[config.mk]
export PLATFORM = sky130hd
export DESIGN_NAME = pwm_breathe_multi
export DESIGN_NICKNAME = d
export VERILOG_FILES = /design/src/rtl/pwm_breathe_multi.sv
export SDC_FILE = /design/constraint.sdc
export NUM_CORES = 1
export LEC_CHECK = 0
export ABC_CLOCK_PERIOD_IN_PS = 3150
export BUFFER_PORTS_ARGS = -buffer_cell sky130_fd_sc_hd__buf_4
export CORE_ASPECT_RATIO = 2
export CORE_MARGIN = 1.5
export CORE_UTILIZATION = 40
export CTS_BUF_LIST = sky130_fd_sc_hd__clkbuf_8 sky130_fd_sc_hd__clkbuf_16
export CTS_CLUSTER_SIZE = 10
export DETAILED_ROUTE_END_ITERATION = 7
export PLACE_DENSITY = 0.64
export SYNTH_ARGS = -nofsm -noshare
export SYNTH_HDL_FRONTEND = slang
export SYNTH_SLANG_ARGS = --single-unit
[constraint.sdc]
create_clock -name clk -period 3.15 [get_ports clk]
set_input_delay 0.1575 -clock clk [delete_from_list [all_inputs] [get_ports clk]]
set_output_delay 0.1575 -clock clk [all_outputs]
set_load 0.02 [all_outputs]
[src/rtl/pwm_breathe_multi.sv]
// Multi-channel LED breathing engine: triangle-ramped duty per channel driving a shared
// PWM counter, with off / breathe / full-on / blink output modes.
module pwm_breathe_multi #(
  parameter int CHANNELS  = 4,
  parameter int PWM_WIDTH = 8,
  parameter int BASE_DIV  = 8
) (
  input  logic                clk,
  input  logic                rst_n,
  input  logic                enable,
  input  logic [1:0]          mode,
  input  logic [1:0]          speed_ctrl,
  output logic [CHANNELS-1:0] led_out,
  output logic                wave_done
);

  localparam int W  = PWM_WIDTH;
  localparam int NW = $clog2(BASE_DIV) + 1;
  localparam logic [W-1:0] MAX      = '1;
  localparam logic [W-1:0] CNT_LAST = MAX - 1'b1;

  logic [W-1:0]        pwm_cnt;
  logic [NW-1:0]       presc;
  logic [NW-1:0]       n_cur;
  logic [NW-1:0]       n_next;
  logic [W-1:0]        duty [CHANNELS];
  logic [CHANNELS-1:0] dir;
  logic                period_end;
  logic                step_tick;

  function automatic logic [NW-1:0] interval(input logic [1:0] sel);
    logic [NW-1:0] v;
    v = NW'(BASE_DIV) >> sel;
    return (v == '0) ? NW'(1) : v;
  endfunction

  always_comb begin
    n_next     = interval(speed_ctrl);
    period_end = (pwm_cnt == CNT_LAST);
    step_tick  = enable && period_end && (presc == n_cur - NW'(1));
  end

  always_ff @(posedge clk) begin
    if (!rst_n) begin
      pwm_cnt   <= '0;
      presc     <= '0;
      n_cur     <= n_next;
      led_out   <= '0;
      wave_done <= 1'b0;
      for (int i = 0; i < CHANNELS; i++) begin
        duty[i] <= W'((i * (2 ** W)) / CHANNELS);
        dir[i]  <= 1'b1;
      end
    end else if (!enable) begin
      led_out   <= '0;
      wave_done <= 1'b0;
    end else begin
      pwm_cnt <= period_end ? '0 : pwm_cnt + 1'b1;
      if (period_end)
        presc <= step_tick ? '0 : presc + 1'b1;
      // speed is only re-sampled at a step boundary so a change never cuts an interval short
      if (step_tick)
        n_cur <= n_next;

      for (int i = 0; i < CHANNELS; i++) begin
        case (mode)
          2'b00:   led_out[i] <= 1'b0;
          2'b01:   led_out[i] <= (pwm_cnt < duty[i]);
          2'b10:   led_out[i] <= 1'b1;
          default: led_out[i] <= dir[i];
        endcase

        if (step_tick) begin
          if (dir[i]) begin
            if (duty[i] == MAX) begin
              dir[i]  <= 1'b0;
              duty[i] <= MAX - 1'b1;
            end else begin
              duty[i] <= duty[i] + 1'b1;
            end
          end else begin
            if (duty[i] == '0) begin
              dir[i]  <= 1'b1;
              duty[i] <= W'(1);
            end else begin
              duty[i] <= duty[i] - 1'b1;
            end
          end
        end
      end

      wave_done <= step_tick && !dir[0] && (duty[0] == W'(1));
    end
  end

endmodule

==> impl_metrics.toml, run 1 <==
[placement]
dp_hpwl_um = 8221
globalplace.congestion = 0.8732
dp_slack_ns = 0.6935
io_buffers = 11

[cts]
cts.sinks = 57
cts_tree = "done"
cts_setup_buffers = 0
root_buffer = "clkbuf_16"
ctsHoldBuffers = 0
clk_latency_ns = 0.33
clk_pin_slew_ns = 0.05
cts-htree-levels = 3
cts_buffers = 9
post_cts_resized = 0
clock_path_buffers = 2

[routing]
drt-total-wl_um = 10850
viasPerCell = 5.709
vias = 3745
drc = 0
drtAntennaViolNets = 0
drt_first_iter_violations = 199
dr.pass1.iters = 4
wl_per_cell_um = 16.54

[sta]
rsz0062_at_grt = "no"
maxSlewHeadroom = 0.5443
tightest_slew_ns = 0.6783
hold_violations = 0
setup_tns_ns = 0
setup_viol = 0
period_needed_ns = 2.459
fmax_mhz = 406.7
finalClockSkew_ns = 0.005848
slew_viol_final = 0
fin_crit_sh = 0.7807
setup_ws_ns = 0.6909

[critical_path]
ff2ff_path_depth = 8
r2r-end = "duty[0][21]"
arrival_ns = 2.59
regToRegStartpoint = "n_cur[0]"
critPathLaunchType = "register"
reg2reg_slack_ns = 0.69
end_kind = "register"
required_ns = 3.28
crit_type = "reg2reg"
cp_max_fo = 16

[floorplan]
dieArea_um2 = 11830
coreArea_um2 = 10880
start_util = 0.4101
dieHeight_um = 152.3
io_pins = 12
rows = 54
die_w_um = 77.67

[yosys]
synth_largest_area_cell = "edfxtp_1"
ys_ff_latch = 57
syn_nets = 563
async_reset_ff_frac = 0
synth_top_area_share = 0.2424
yosys_most_used_dff = "edfxtp_1"
ys.warnings.count = 0
synth_edf_count = 36
synth_area_leaders = "edfxtp_1 24%, ha_1 13%, dfxtp_1 9.4%"
syn_area_um2 = 4461
syn_inst = 511
syn_avg_cell_area_um2 = 8.729
ys_seq_area_frac = 0.3366
ys_types = 60

[power]
irDropWorstVdd_uv = 253.0
powerDensity_nw_per_um2 = 416.9
p_leak_nw = 1.978

[global_routing]
grt_pass1_wl_um = 18300
grt_max_degree = 20
grt_antenna_before_repair = 0
grtUsageTotal = 0.1949
grt-ovfl-total = 0
first_global_vias = 3872

[finish]
final_cell_mix = "60 x nor2_1, 45 x ha_1, 41 x inv_1, 36 x edfxtp_1, 34 x a21oi_1"
nets = 563
drive_above_1_share = 0.08140
antenna_cells = 0
syn2layout_area_growth_pct = 10.21
layout_commonest_cell = "nor2_1"

[worst_hold_path]
hold_end = "n_cur[3]"
holdPathStages = 2
hold_path.class = "in2reg"
hp-start = "speed_ctrl[1]"

[job]
cap_violations = 0

[status]
status = "completed"
==> worst max-delay path by stage <==
stage | depth (start not counted) | endpoint | startpoint | slack, ns
final | 8 | duty[0][21] | n_cur[0] | 0.69
after global routing | 8 | duty[0][21] | n_cur[0] | 0.51
after CTS | 8 | duty[0][21] | n_cur[0] | 0.66
after detailed placement | 8 | duty[0][21] | n_cur[0] | 0.69
after global placement | 4 | duty[0][13] | pwm_cnt[2] | 0.85
after floorplan | 7 | duty[0][10] | n_cur[0] | 1.02
==> worst max-delay path: stages (launching register included) <==
cell	delay (ns)
edfxtp_1	0.38
inv_1	0.06
ha_1	0.21
xnor3_1	0.27
nand3_1	0.09
nor2_1	0.27
nand3_2	0.39
buf_4	0.34
a211oi_1	0.25
==> synthesized netlist by cell type (2+ instances only) <==
master     n
or4_1      4
clkbuf_1  17
a22oi_1    2
edfxtp_1  36
buf_2      5
nor2_1    60
and3_1    10
a211oi_1  14
nor3b_1    2
nor3_1     9
nor4_1     5
o21ai_0   33
nand4_1   16
nand2b_1  11
mux2i_1    3
ha_1      45
or3_1      4
dfxtp_1   21
nand2_1   25
nor4_2     2
a211o_1    3
xnor2_1   19
xor2_1    15
o31ai_1    7
o22a_1     4
a31oi_1    3
nor2b_1    7
a21o_1     4
inv_1     38
o311ai_0   6
and2_1     3
a21oi_1   34
o211ai_1   2
nand3_1   16
==> per-layer routing <==
layer	vias up	GRT usage	part of all wire
li1	1865	-	-
met5	-	0	0
met1	1771	0.1974	0.38
met3	30	0.02335	0.030
met2	79	0.3681	0.55
met4	0	0.1134	0.033
==> kinds of logic (layout without fill, tap and decap cells) <==
| family | after synthesis | after routing | share of synthesized area |
|---|---|---|---|
| AOI/OAI and AO/OA | 119 | 119 | 0.1661 |
| buffers and inverters | 62 | 67 | 0.05610 |
| DFF | 57 | 57 | 0.3366 |
| muxes | 5 | 5 | 0.01431 |
| and+or+nand+nor | 188 | 188 | 0.2289 |
| adders and majority gates | 45 | 45 | 0.1262 |
| xor gates and xnor gates | 35 | 35 | 0.07181 |
==> flip-flops by register name, summed over array words and instances, names as in the netlist <==
name / flops
n_cur: 4
dir: 4
presc: 4
led_out: 4
wave_done: 1
duty: 32
pwm_cnt: 8
==> per-stage QoR <==
step / power, W / cells / utilization / instance area [µm²] / hold slack (ns)
finish: 0.002049 / 656 / 0.4519 / 4916 / 0.1143
global route: 0.002123 / 656 / 0.4519 / 4916 / 0.1238
CTS: 0.002062 / 656 / 0.4519 / 4916 / 0.1118
detailed placement: 0.001115 / 640 / 0.4252 / 4626 / 0.4547
global placement: 0.001111 / 640 / 0.4252 / 4626 / 0.4488
floorplan: 0.001053 / 511 / - / 4461 / 0.3318
==> power by group <==
group          switching (W)  leakage [nW]  internal, W
clock               0.000326         0.156     0.000621
sequential         0.0000589         0.515     0.000827
combinational       0.000121          1.31    0.0000956
total               0.000506          1.98      0.00154
==> final cells by class <==
class | count | area [µm²]
Fill cell | 1076 | 5962
Tap cell | 140 | 175.2
Multi-Input combinational cell | 392 | 2709
Sequential cell | 57 | 1501
Inverter | 38 | 142.6
Clock inverter | 6 | 51.30
Timing Repair Buffer | 13 | 97.59
Clock buffer | 10 | 239.0
No activity file was read; power rests on OpenSTA's default activity.
==> run 2: changes to the inputs <==
ABC_CLOCK_PERIOD_IN_PS = 2400   (was 3150)
clock period = 2.4 ns   (was 3.15 ns; I/O delays follow)
==> run 2 against run 1 <==
  * Clock skew about the same
  * Worst setup slack got worse by 0.49 ns
  * Global-route usage increased by 0.50 points
  * Total power increased by 32%
  * Critical endpoint is now duty[0][10]
  * Clock power increased by 31%
  * First-iteration DRC count decreased by 34%
  * Critical path type unchanged
  * Via count increased by 3.7%
  * Critical path depth decreased by 2
  * Die area unchanged
  * Largest power group unchanged
==> impl_metrics.toml, run 2 (synthesized netlist as in run 1, its figures left out) <==
[status]
status = "completed"

[finish]
seq_area_um2 = 1501
drive_above_1_share = 0.1349
regMostFlops = "duty"
antenna_cells = 0
post-route-util = 0.4697
layout_commonest_cell = "nor2_1"
multi_input_area_um2 = 2719
instances_no_fill = 681
syn2layout_area_growth_pct = 14.56
largest_registers = "duty x32, pwm_cnt x8"
final_cell_mix = "60 x nor2_1, 45 x ha_1, 38 x inv_1, 38 x buf_4, 36 x edfxtp_1"
n_fill_cell = 1024
largest_reg_flops = 32
nets = 588

[floorplan]
start_util = 0.4101
io_pins = 12
dieHeight_um = 152.3
dieArea_um2 = 11830
die_w_um = 77.67
coreArea_um2 = 10880
rows = 54

[global_routing]
grt-ovfl-total = 0
grt_max_degree = 20
first_global_vias = 3888
grt_pass1_wl_um = 18620
grtUsageTotal = 0.1998
grt_antenna_before_repair = 0

[routing]
dr.pass1.iters = 6
drtAntennaViolNets = 0
vias = 3882
wl_per_cell_um = 16.65
drt_first_iter_violations = 132
viasPerCell = 5.700
drc = 0
drt-total-wl_um = 11340

[sta]
fmax_mhz = 455.4
tightest_slew_ns = 0.6268
period_needed_ns = 2.196
slew_viol_final = 0
setup_tns_ns = 0
maxSlewHeadroom = 0.5793
hold_violations = 0
finalClockSkew_ns = 0.006262
setup_viol = 0
fin_crit_sh = 0.9150
rsz0062_at_grt = "no"

[critical_path]
r2r-end = "duty[0][10]"
required_ns = 2.42
crit_type = "reg2reg"
arrival_ns = 2.21
regToRegStartpoint = "n_cur[0]"
end_kind = "register"
reg2reg_slack_ns = 0.20
critPathLaunchType = "register"
ff2ff_path_depth = 6
cp_max_fo = 13

[cts]
clk_latency_ns = 0.33
clock_path_buffers = 2
cts_tree = "done"
cts-htree-levels = 3
cts_setup_buffers = 0
clk_pin_slew_ns = 0.05
ctsHoldBuffers = 0
post_cts_resized = 0
cts.sinks = 57
cts_buffers = 9
root_buffer = "clkbuf_16"

[power]
p_int_w = 0.002019
swShare = 0.2551
seqPwrFrac = 0.419
pwr-share-comb = 0.124
power_frac_clock = 0.457
p_leak_nw = 2.089
powerDensity_nw_per_um2 = 530.5
p_sw_w = 0.0006915
irDropWorstVdd_uv = 352.8

[worst_hold_path]
holdPathStages = 2
hp-start = "enable"
hold_path.class = "in2reg"
hold_end = "pwm_cnt[1]"

[placement]
globalplace.congestion = 0.8859
dp_hpwl_um = 8613
placed_cells = 665
io_buffers = 11

[job]
cap_violations = 0
-- run 2: worst max path at each step --
stage           startpoint     endpoint  slack [ns]  cells after the start
3_3_place_gp      n_cur[0]  duty[0][13]        0.16                      6
2_1_floorplan     n_cur[0]  duty[0][10]        0.27                      7
5_1_grt        duty[0][17]  duty[0][18]        0.03                      8
4_1_cts           n_cur[0]  duty[0][14]        0.08                      6
6_report          n_cur[0]  duty[0][10]        0.20                      6
3_5_place_dp      n_cur[0]   duty[0][9]        0.09                      6
-- run 2: per-stage QoR --
| step | total power, W | instance area, µm² | worst slack, ns | hold slack (ns) |
|---|---|---|---|---|
| 6_report | 0.002711 | 5110 | 0.2041 | 0.08557 |
| 5_1_grt | 0.002824 | 5110 | 0.02605 | 0.09146 |
| 4_1_cts | 0.002724 | 5100 | 0.07598 | 0.07668 |
| 3_5_place_dp | 0.001485 | 4813 | 0.08797 | 0.4240 |
| 3_3_place_gp | 0.001475 | 4813 | 0.1598 | 0.4113 |
| 2_1_floorplan | 0.001382 | 4461 | 0.2676 | 0.2943 |
-- run 2: layer usage --
layer	vias up	global-route usage	share of wire	wire (µm)
met1	1861	0.1998	0.38	4293
li1	1907	-	-	-
met3	32	0.03234	0.025	289
met2	82	0.3710	0.55	6190
met4	0	0.1238	0.050	563
met5	-	0	0	0
-- run 2: power by group through the flow --
stage | sequential [W] | clock [W] | combinational (W)
after floorplan | 0.00114 | 0 | 0.000241
after global placement | 0.00115 | 0 | 0.000324
after detailed placement | 0.00115 | 0 | 0.000332
after CTS | 0.00113 | 0.00125 | 0.000335
after global routing | 0.00114 | 0.00130 | 0.000379
final | 0.00114 | 0.00124 | 0.000337
-- run 2: critical path: stages (launching register included) --
cell	delay, ns
edfxtp_1	0.38
inv_1	0.06
ha_1	0.22
xnor3_1	0.28
nand3_1	0.09
and4bb_2	0.53
nand2b_2	0.32
-- run 2: area by class of cell --
type / instances / share of cell area
multi-input cells: 392 / 0.5321
well taps: 140 / 0.03428
repair buffers: 38 / 0.05583
clock inverters: 7 / 0.01200
inverters: 38 / 0.02791
flip-flops and latches: 57 / 0.2938
clock buffers: 9 / 0.04407
==> run 3: changes to the inputs <==
PLACE_DENSITY = 0.61   (was 0.64)
==> run 3 against run 2 <==
  * Utilization rose by 0.28 points
  * Final cell count fell by 0.59%
  * Worst setup slack got worse by 0.044 ns
  * Final area rose by 0.59%
==> impl_metrics.toml, run 3 (synthesized netlist as in run 1, its figures left out) <==
[floorplan]
rows = 54
start_util = 0.4101
io_pins = 12
dieHeight_um = 152.3
die_w_um = 77.67
coreArea_um2 = 10880
dieArea_um2 = 11830

[critical_path]
regToRegStartpoint = "n_cur[0]"
r2r-end = "duty[0][30]"
cp_max_fo = 13
crit_chain = "inv_1 -> ha_1 -> xnor3_1 -> nand3_1 -> and4bb_2 -> nand2b_1"
end_kind = "register"
ff2ff_path_depth = 6
required_ns = 2.38
crit_type = "reg2reg"
reg2reg_slack_ns = 0.16
slowest_delay_ns = 0.51
arrival_ns = 2.22
critPathLaunchType = "register"
cpMaxStageDelayCell = "and4bb_2"

[cts]
clk_pin_slew_ns = 0.05
cts_buffers = 9
cts_tree = "done"
root_buffer = "clkbuf_16"
post_cts_resized = 0
clk_latency_ns = 0.33
cts-htree-levels = 3
cts_setup_buffers = 0
clock_path_buffers = 2
ctsHoldBuffers = 0
cts.sinks = 57

[sta]
setup_tns_ns = 0
rsz0062_at_grt = "no"
tightest_slew_ns = 0.6198
slew_viol_final = 0
fmax_mhz = 446.4
fin_crit_sh = 0.9335
finalClockSkew_ns = 0.008210
setup_viol = 0
setup_ws_ns = 0.1597
hold_violations = 0
maxSlewHeadroom = 0.5862
period_needed_ns = 2.240

[global_routing]
grtUsageTotal = 0.1984
grtUsageMet1 = 0.2051
first_global_vias = 3809
grt_util_met3 = 0.02695
grt_max_degree = 20
met2_usage = 0.3702
grt_antenna_before_repair = 0
grt_pass1_wl_um = 18490
grt-ovfl-total = 0
grt.busiest_layer = "met2"

[finish]
antenna_cells = 0
layout_commonest_cell = "nor2_1"
drive_above_1_share = 0.1248
n_fill_cell = 1031
multi_input_area_um2 = 2723
post-route-util = 0.4725
final_cell_mix = "60 x nor2_1, 45 x ha_1, 38 x inv_1, 36 x edfxtp_1, 34 x a21oi_1"
seq_area_um2 = 1501
syn2layout_area_growth_pct = 15.23
regMostFlops = "duty"
largest_registers = "duty x32, pwm_cnt x8"
largest_reg_flops = 32
nets = 584

[routing]
viasPerCell = 5.619
wl_per_cell_um = 16.49
drc = 0
drt-total-wl_um = 11160
vias = 3804
drt_first_iter_violations = 247
dr.pass1.iters = 4
drtAntennaViolNets = 0

[power]
powerDensity_nw_per_um2 = 557.0
p_leak_nw = 2.099
irDropWorstVdd_uv = 487.7

[placement]
dp_hpwl_um = 8528
io_buffers = 11
dp_slack_ns = 0.08528
globalplace.congestion = 0.8752

[worst_hold_path]
hp-start = "speed_ctrl[1]"
holdPathStages = 2
hold_path.class = "in2reg"
hold_end = "n_cur[3]"

[job]
cap_violations = 0

[status]
status = "completed"
run 3: changes by cell type in the layout (fill, tap and decap cells not counted), sizes merged:
cell / previous run / this run
clkbuf: 9 / 11
clkinvlp: 1 / 0
clkinv: 5 / 3
buf: 38 / 34
bufinv: 1 / 2
run 3: worst max path at each step:
| stage | slack [ns] | from | depth (start not counted) | end |
|---|---|---|---|---|
| 5_1_grt | 0.06 | duty[0][17] | 7 | duty[0][18] |
| 6_report | 0.16 | n_cur[0] | 6 | duty[0][30] |
| 3_5_place_dp | 0.09 | n_cur[0] | 6 | duty[0][9] |
| 4_1_cts | 0.08 | n_cur[0] | 6 | duty[0][20] |
| 2_1_floorplan | 0.27 | n_cur[0] | 7 | duty[0][10] |
| 3_3_place_gp | 0.17 | n_cur[0] | 6 | duty[0][18] |
run 3: through the flow:
step           instance area (µm²)  std cells  hold slack (ns)  total power, W
3_5_place_dp                  4796        661           0.4177        0.001483
3_3_place_gp                  4796        661           0.4125        0.001474
6_report                      5140        677          0.08160        0.002863
2_1_floorplan                 4461        511           0.2943        0.001382
5_1_grt                       5140        677          0.08168        0.002975
4_1_cts                       5126        677          0.07080        0.002890
run 3: layout make-up:
cell class,count,share of cell area
Timing Repair Buffer,34,0.05209
Inverter,38,0.02775
Clock inverter,5,0.01509
Multi-Input combinational cell,392,0.5297
Sequential cell,57,0.2921
Tap cell,140,0.03408
Clock buffer,11,0.04917
run 3: critical path, delay by kind of cell (launching register included):
family,cells,cell delay (ns)
buf+inv,1,0.06
simple gates,3,0.96
xor+xnor,1,0.27
fa+ha+maj,1,0.21
flops,1,0.39
run 3: per-layer routing:
metal  up-vias  part of all wire
li1       1895                 -
met1      1796              0.38
met5         -                 0
met2        83              0.55
met4         0             0.041
met3        30             0.027
run 3: power by group:
group | internal (W) | switching, W
registers | 0.00109 | 0.0000559
clock network | 0.000959 | 0.000434
logic | 0.000141 | 0.000188
total | 0.00219 | 0.000678
